## src/rtl/cpu_run_ctrl.sv

```systemverilog
// Run/step/breakpoint sequencer between the host command decoder and the CPU core.
// Optional watchdog is built only when RUN_CTRL_WDT_EN is defined.
module cpu_run_ctrl #(
  parameter int unsigned STEP_CYCLES = 1,
  parameter logic [23:0] WDT_CYCLES  = 24'hFFFFFF
) (
  input  logic        clk,
  input  logic        rst,
  input  logic        cmd_run,
  input  logic        cmd_resume,
  input  logic        cmd_step,
  input  logic        cmd_halt,
  input  logic [31:2] cmd_start_adr,
  input  logic        bp_en,
  input  logic [31:2] bp_adr,
  input  logic [31:0] pc_data,
  output logic        cpu_start,
  output logic [31:2] start_adr,
  output logic        quit_cmd,
  output logic        halted,
  output logic [31:2] halt_pc,
  output logic [2:0]  stop_cause,
  output logic        bp_hit
);

  typedef enum logic [1:0] {
    S_IDLE,
    S_START,
    S_RUN,
    S_STOP
  } state_t;

  typedef enum logic [2:0] {
    CAUSE_NONE = 3'd0,
    CAUSE_HOST = 3'd1,
    CAUSE_STEP = 3'd2,
    CAUSE_BP   = 3'd3,
    CAUSE_WDT  = 3'd4
  } cause_t;

  localparam logic [7:0] STEP_LAST = 8'(STEP_CYCLES - 1);

  state_t      state_q, state_d;
  cause_t      stop_cause_q, stop_cause_d;
  cause_t      run_cause;
  logic [7:0]  run_cnt_q, run_cnt_d;
  logic        step_q, step_d;
  logic        cpu_start_q, cpu_start_d;
  logic        quit_cmd_q, quit_cmd_d;
  logic        bp_hit_q, bp_hit_d;
  logic        halted_q, halted_d;
  logic [31:2] start_adr_q, start_adr_d;
  logic [31:2] halt_pc_q, halt_pc_d;
  logic        wdt_expire;
  logic        cfg_unused;

  assign cfg_unused = ^{pc_data[1:0], WDT_CYCLES};

`ifdef RUN_CTRL_WDT_EN
  localparam logic [23:0] WDT_LAST = WDT_CYCLES - 24'd1;

  logic [23:0] wdt_q, wdt_d;

  always_comb begin
    wdt_d = wdt_q;
    if (state_q == S_START) begin
      wdt_d = '0;
    end else if (state_q == S_RUN) begin
      wdt_d = wdt_q + 24'd1;
    end
  end

  assign wdt_expire = (state_q == S_RUN) && (wdt_q == WDT_LAST);

  always_ff @(posedge clk or posedge rst) begin
    if (rst) begin
      wdt_q <= '0;
    end else begin
      wdt_q <= wdt_d;
    end
  end
`else
  assign wdt_expire = 1'b0;
`endif

  // Stop conditions checked while running, highest priority first.
  always_comb begin
    run_cause = CAUSE_NONE;
    if (cmd_halt) begin
      run_cause = CAUSE_HOST;
    end else if (bp_en && (pc_data[31:2] == bp_adr) && (run_cnt_q != 8'd0)) begin
      run_cause = CAUSE_BP;
    end else if (wdt_expire) begin
      run_cause = CAUSE_WDT;
    end else if (step_q && (run_cnt_q == STEP_LAST)) begin
      run_cause = CAUSE_STEP;
    end
  end

  // NOTE: every signal gets a default before the case so no path leaves it unassigned (no latches).
  always_comb begin
    state_d      = state_q;
    run_cnt_d    = run_cnt_q;
    step_d       = step_q;
    start_adr_d  = start_adr_q;
    halt_pc_d    = halt_pc_q;
    stop_cause_d = stop_cause_q;

    unique case (state_q)
      S_IDLE: begin
        if (cmd_step || cmd_resume) begin
          start_adr_d  = halt_pc_q;
          step_d       = cmd_step;
          stop_cause_d = CAUSE_NONE;
          state_d      = S_START;
        end else if (cmd_run) begin
          start_adr_d  = cmd_start_adr;
          step_d       = 1'b0;
          stop_cause_d = CAUSE_NONE;
          state_d      = S_START;
        end
      end
      S_START: begin
        run_cnt_d = '0;
        if (cmd_halt) begin
          stop_cause_d = CAUSE_HOST;
          state_d      = S_STOP;
        end else begin
          state_d = S_RUN;
        end
      end
      S_RUN: begin
        if (run_cnt_q != 8'hFF) begin
          run_cnt_d = run_cnt_q + 8'd1;
        end
        if (run_cause != CAUSE_NONE) begin
          stop_cause_d = run_cause;
          state_d      = S_STOP;
        end
      end
      S_STOP: begin
        halt_pc_d = pc_data[31:2];
        state_d   = S_IDLE;
      end
      default: state_d = S_IDLE;
    endcase

    // Outputs are registered from the next state so they line up with it.
    cpu_start_d = (state_d == S_START);
    quit_cmd_d  = (state_d == S_STOP);
    bp_hit_d    = (state_d == S_STOP) && (stop_cause_d == CAUSE_BP);
    halted_d    = (state_d == S_IDLE);
  end

  // NOTE: sequential state uses non-blocking assignments so all flops update together.
  always_ff @(posedge clk or posedge rst) begin
    if (rst) begin
      state_q      <= S_IDLE;
      run_cnt_q    <= '0;
      step_q       <= 1'b0;
      start_adr_q  <= '0;
      halt_pc_q    <= '0;
      stop_cause_q <= CAUSE_NONE;
      cpu_start_q  <= 1'b0;
      quit_cmd_q   <= 1'b0;
      bp_hit_q     <= 1'b0;
      halted_q     <= 1'b1;
    end else begin
      state_q      <= state_d;
      run_cnt_q    <= run_cnt_d;
      step_q       <= step_d;
      start_adr_q  <= start_adr_d;
      halt_pc_q    <= halt_pc_d;
      stop_cause_q <= stop_cause_d;
      cpu_start_q  <= cpu_start_d;
      quit_cmd_q   <= quit_cmd_d;
      bp_hit_q     <= bp_hit_d;
      halted_q     <= halted_d;
    end
  end

  assign cpu_start  = cpu_start_q;
  assign start_adr  = start_adr_q;
  assign quit_cmd   = quit_cmd_q;
  assign halted     = halted_q;
  assign halt_pc    = halt_pc_q;
  assign stop_cause = stop_cause_q;
  assign bp_hit     = bp_hit_q;

endmodule
```

## config.mk

```make
export PLATFORM = sky130hd
export DESIGN_NAME = cpu_run_ctrl
export DESIGN_NICKNAME = d
export VERILOG_FILES = /design/src/rtl/cpu_run_ctrl.sv
export SDC_FILE = /design/constraint.sdc
export NUM_CORES = 1
export LEC_CHECK = 0
export CAP_MARGIN = 20
export CORE_ASPECT_RATIO = 1.25
export CORE_MARGIN = 4
export CORE_UTILIZATION = 47
export CTS_BUF_LIST = sky130_fd_sc_hd__clkbuf_2
export CTS_CLUSTER_SIZE = 12
export DETAILED_ROUTE_END_ITERATION = 6
export PLACE_DENSITY = 0.95
export SYNTH_ARGS = -nofsm -noshare
export SYNTH_HDL_FRONTEND = slang
export SYNTH_SLANG_ARGS = --single-unit
```

## constraint.sdc

```tcl
create_clock -name clk -period 5.1 [get_ports clk]
set_input_delay 1.02 -clock clk [delete_from_list [all_inputs] [get_ports clk]]
set_output_delay 1.02 -clock clk [all_outputs]
set_load 0.005 [all_outputs]
```

==> flow_summary.json, run 1 <==
{
  "synth_nets": 444,
  "clock_sinks": 78,
  "grt.busiest_layer": "met2",
  "drc": 0,
  "crit_buf_inv": 1,
  "grt_max_degree": 62,
  "end_kind": "flip-flop",
  "clockBufferDepth": 2,
  "grt_pass1_vias": 3493,
  "max_freq_mhz": 371.8,
  "antenna_cells": 0,
  "routabilityCongestion": 0.8620,
  "arrival_ns": 3.17,
  "gr-usage-met3_pct": 7.105,
  "antenna_found_initial": 0,
  "synth.cells.most_frequent": "77 x dfrtp_1, 36 x nand2_1, 36 x o21ai_0",
  "cpPeakStageDelay_ns": 0.48,
  "path_cells": "clkdlybuf4s50_1, xor2_1, nor4_2, nand4_1, o31ai_1, o2111ai_1, and4bb_1",
  "grt_use_met2_pct": 42.78,
  "tightestPinTransition_ns": 1.045,
  "drive_gt1_share_pct": 11.86,
  "hold_viol_final": 0,
  "dr.pass1.iters": 4,
  "ant_nets": 0,
  "timing.setup.tns_ns": 0,
  "hold_buffers": 0,
  "drtIter0Drc": 103,
  "fin_util_pct": 71.86,
  "fin_area_mm2": 0.005632,
  "seq_area_frac_synth_pct": 51.26,
  "yosys.area.top_type_share_pct": 50.57,
  "post_drt_wl_per_cell_um": 18.23,
  "final_max_slew_viol_count": 0,
  "yosysWarnings": 0,
  "cts_tree": "yes",
  "routed_via_density": 5.366,
  "syn_inst": 338,
  "numCtsBuffers": 9,
  "syn_area_mm2": 0.003810,
  "synth-edff-count": 0,
  "p_leak_nw": 2.366,
  "post_cts_resized": 0,
  "final_nets": 607,
  "ir_worst_vdd_mv": 0.3206,
  "cts_setup_buffers": 0,
  "finalSetupViolCount": 0,
  "synth.distinct_cells": 39,
  "die_h_um": 108.7,
  "place_area_mm2": 0.005554,
  "fp.dieArea_mm2": 0.009620,
  "fin_crit_sh_pct": 52.74,
  "rsz0062_at_grt": "false",
  "grt_usage_pct": 23.65,
  "use_met1_pct": 23.85,
  "syn_area_per_cell_um2": 11.27,
  "place.port_buffers": 163,
  "cp.required_ns": 5.58,
  "n_fill_cell": 572,
  "grt_overflow": 0,
  "finalCriticalPeriod_ns": 2.690,
  "htreeDepth": 3,
  "slowest_stage": "clkdlybuf4s50_1",
  "drt-total-wl_um": 10960,
  "finClkSkew_ns": 0.03169,
  "cp-start-kind": "input pin",
  "synth_area_leaders": "dfrtp_1 51%, mux2_2 8.9%, mux2i_1 7.9%",
  "setup.worst_path.class": "in2reg",
  "grt_pass1_wl_um": 16930,
  "relSlewSlack_pct": 30.30,
  "ys.flop_type": "dfrtp_1",
  "drv_cap": 0,
  "dp_hpwl_um": 8614,
  "hp-class": "reg2reg",
  "start_util_pct": 48.61,
  "cts_root_buffer": "clkbuf_2",
  "num_rows": 36,
  "crit_fanout": 3,
  "via_count": 3225,
  "synth_most_common_cell": "dfrtp_1",
  "power-per-cell-area_mw_per_mm2": 491.7,
  "area_delta_synth_final_pct": 47.82,
  "clk_pin_slew_ns": 0.20,
  "status": "complete, no violations",
  "dieWidth_um": 88.53,
  "async_flop_share_pct": 100.0,
  "yosysTopAreaCell": "dfrtp_1",
  "crit_family": "simple AND/OR/NAND/NOR gates",
  "coreArea_mm2": 0.007838,
  "ys_ff_latch": 78,
  "io_pins": 166,
  "clock_latency_ns": 0.54
}
==> cells in the final DEF, fill, tap and decap left out, types with 3 or more instances in the layout <==
master,count
nand2_1,36
xor2_1,30
nand3_1,9
inv_1,9
o21ai_0,36
nand4_1,4
clkbuf_2,13
nor3_1,4
nor4_2,3
nor2_1,9
mux2_2,30
dfrtp_1,77
ha_1,7
clkdlybuf4s50_1,163
xnor2_1,6
nor2b_1,4
a21oi_1,4
mux2i_1,30
==> kinds of logic after synthesis <==
kind of cell	Yosys count	share of synthesized area, %
fa+ha+maj	7	2.299
buf+inv	24	2.365
flops	78	51.26
simple gates	82	11.49
compound gates	51	7.554
mux	60	16.75
xor+xnor	36	8.276
==> worst min-delay path, cell delays in order (launching register included) <==
cell and delay [ns]:
dfrtp_1 0.39, nand2_1 0.05, o21ai_0 0.06
==> path summary, 6_finish.rpt <==
path	start	to	slack [ns]	cells past startpoint
worst min-delay path	start_adr[4]	start_adr[4]	0.51	2
min in group asynchronous	rst	run_cnt_q[5]	0.84	2
worst max register to register	run_cnt_q[0]	bp_hit	2.92	8
worst max-delay path	pc_data[25]	bp_hit	2.41	7
max in group asynchronous	rst	start_adr[2]	3.27	3
worst min register to register	start_adr[4]	start_adr[4]	0.51	2
==> where the power goes <==
group | internal (mW) | switching, mW
combinational | 0.821 | 0.576
sequential | 0.900 | 0.198
clock | 0.0687 | 0.204
total | 1.79 | 0.978
==> registers in the layout (all words and copies together) (netlist names), 2 cells and up <==
name,count
run_cnt_q,8
start_adr,30
stop_cause,3
halt_pc,30
state_q,2
==> per-layer routing <==
metal	vias up	routed length [µm]
met5	-	0
met4	0	427
met3	29	855
met2	151	5814
met1	1544	3858
li1	1501	-
==> layout make-up <==
type	count	area [µm²]	area share (%)
Clock buffer	13	65.06	1.155
Clock inverter	3	12.51	0.2222
Inverter	10	38.79	0.6887
Multi-Input combinational cell	236	1777	31.55
Sequential cell	78	1953	34.68
Tap cell	95	118.9	2.111
Timing Repair Buffer	166	1667	29.59
==> through the flow <==
stage                     instances  power, mW  setup WS (ns)  hold WS [ns]
after floorplan                 338      1.726          2.087        0.4579
after global placement          584      2.440          1.827        0.4603
after detailed placement        585      2.516          1.864        0.4705
after CTS                       601      2.791          2.442        0.5140
after global routing            601      2.975          2.247        0.5406
final                           601      2.769          2.410        0.5089
Power figures use the tool's default switching activity.
==> run 2, diff against run 1 <==
Settings changed: CORE_UTILIZATION 47 to 44, PLACE_DENSITY 0.95 to 0.93.
Clock period 5.1 ns to 2.55 ns, I/O delays scaled along.
==> run 2 against run 1 <==
Net effect:
- routed wire length up 2.0%
- sequential share of layout area down 0.68 points
- first-iteration DRC count rose by 41%
- hold slack got worse by 0.19 ns
- critical path type unchanged
- largest power group unchanged
- highest routed layer unchanged
==> flow_summary.json, run 2 (synthesized netlist as in run 1, its figures left out) <==
{
  "r2r.worst_path.cells": 10,
  "post_cts_resized": 0,
  "clock_sinks": 78,
  "grt_use_met2_pct": 42.58,
  "ant_nets": 0,
  "grt.busiest_layer": "met2",
  "fin_area_mm2": 0.005744,
  "drt-total-wl_um": 11180,
  "num_rows": 37,
  "place.port_buffers": 163,
  "max_freq_mhz": 441.4,
  "hold_viol_final": 0,
  "finalCriticalPeriod_ns": 2.265,
  "area_delta_synth_final_pct": 50.77,
  "grt_pass1_wl_um": 18000,
  "rsz0062_at_grt": "false",
  "hp-class": "in2async",
  "numCtsBuffers": 9,
  "layout_commonest_cell": "clkdlybuf4s50_1",
  "post_drt_wl_per_cell_um": 18.17,
  "cp-start-kind": "input pin",
  "clock_latency_ns": 0.54,
  "grt_max_degree": 62,
  "coreArea_mm2": 0.008333,
  "grt_pass1_vias": 3713,
  "cts_root_buffer": "clkbuf_2",
  "antenna_cells": 0,
  "final_nets": 620,
  "place_area_mm2": 0.005667,
  "routed_via_density": 5.237,
  "fin_util_pct": 68.93,
  "drive_gt1_share_pct": 13.90,
  "drtIter0Drc": 145,
  "start_util_pct": 45.72,
  "dieWidth_um": 91.23,
  "relSlewSlack_pct": 60.12,
  "layout_common_cells": "163 x clkdlybuf4s50_1, 77 x dfrtp_1, 36 x nand2_1, 36 x o21ai_0",
  "cts_tree": "yes",
  "power-per-cell-area_mw_per_mm2": 981.1,
  "total_power_mw": 5.636,
  "grt_usage_pct": 22.68,
  "tightestPinTransition_ns": 0.5975,
  "fin_crit_sh_pct": 88.84,
  "fp.dieArea_mm2": 0.01022,
  "use_met1_pct": 22.81,
  "final_max_slew_viol_count": 0,
  "end_kind": "flip-flop",
  "setup.worst_path.class": "in2reg",
  "cp.required_ns": 3.01,
  "htreeDepth": 3,
  "clockBufferDepth": 2,
  "ir_worst_vdd_mv": 0.6289,
  "via_count": 3221,
  "routabilityCongestion": 0.7851,
  "status": "complete, no violations",
  "clk_pin_slew_ns": 0.22,
  "drv_cap": 0,
  "dr.pass1.iters": 4,
  "antenna_found_initial": 0,
  "io_pins": 166,
  "drc": 0,
  "grt_overflow": 0,
  "crit_fanout": 2,
  "finClkSkew_ns": 0.03369,
  "die_h_um": 112.0,
  "p_leak_nw": 2.425,
  "cts_setup_buffers": 0,
  "finalSetupViolCount": 0,
  "hold_buffers": 0,
  "arrival_ns": 2.73,
  "dp_hpwl_um": 8921,
  "gr-usage-met3_pct": 6.769
}
## run 2: changes by cell type in the layout (fill, tap and decap cells not counted), sizes merged
cell      delta
buf         +13
clkbuf       -3
clkinvlp     +2
## run 2: path summary, 6_finish.rpt
check,from,endpoint,slack [ns]
max,pc_data[20],bp_hit,0.28
min,rst,halt_pc[20],0.31
max reg2reg,run_cnt_q[0],bp_hit,0.53
min reg2reg,start_adr[30],start_adr[30],0.51
max in group asynchronous,rst,start_adr[14],1.59
min in group clk,start_adr[30],start_adr[30],0.51
## run 2: area by class of cell
type | instances | area [µm²]
clock buffers | 10 | 50.05
clock inverters | 5 | 27.53
fillers | 612 | 2589
inverters | 10 | 38.79
multi-input cells | 236 | 1777
flip-flops and latches | 78 | 1953
well taps | 97 | 121.4
repair buffers | 179 | 1777
## run 2: where the power goes
group	internal, mW	leakage (nW)	switching (mW)
registers	1.80	0.961	0.398
clock network	0.118	0.0489	0.433
logic	1.71	1.42	1.17
total	3.63	2.42	2.00
## run 2: through the flow
step           instances  setup slack [ns]  TNS [ns]  hold slack [ns]
2_1_floorplan        338           0.04662         0           0.4579
3_5_place_dp         600           -0.2877   -0.8544           0.4709
5_1_grt              615            0.1585         0           0.3097
4_1_cts              615            0.2962         0           0.2952
6_report             615            0.2847         0           0.3149
3_3_place_gp         600           -0.2644   -0.6625           0.4618
## run 2: metal layers
layer  part of all wire [%]  routed length [µm]
met1                     35                3950
met2                     55                6198
met3                    7.1                 792
met4                    2.1                 235
met5                      0                   0
## run 2: critical path, cell delays in order
cell and delay, ns:
clkdlybuf4s50_1 0.44, xor2_1 0.17, nor4_1 0.38, buf_4 0.18, nand4_1 0.13, or4_4 0.55
o21ai_2 0.15, and4bb_1 0.21
==> run 3, diff against run 2 <==
Settings changed: SKIP_LAST_GASP from default to 1.
==> results of run 3 <==
Same layout as run 2: the final DEF is identical, and so are final timing and power.
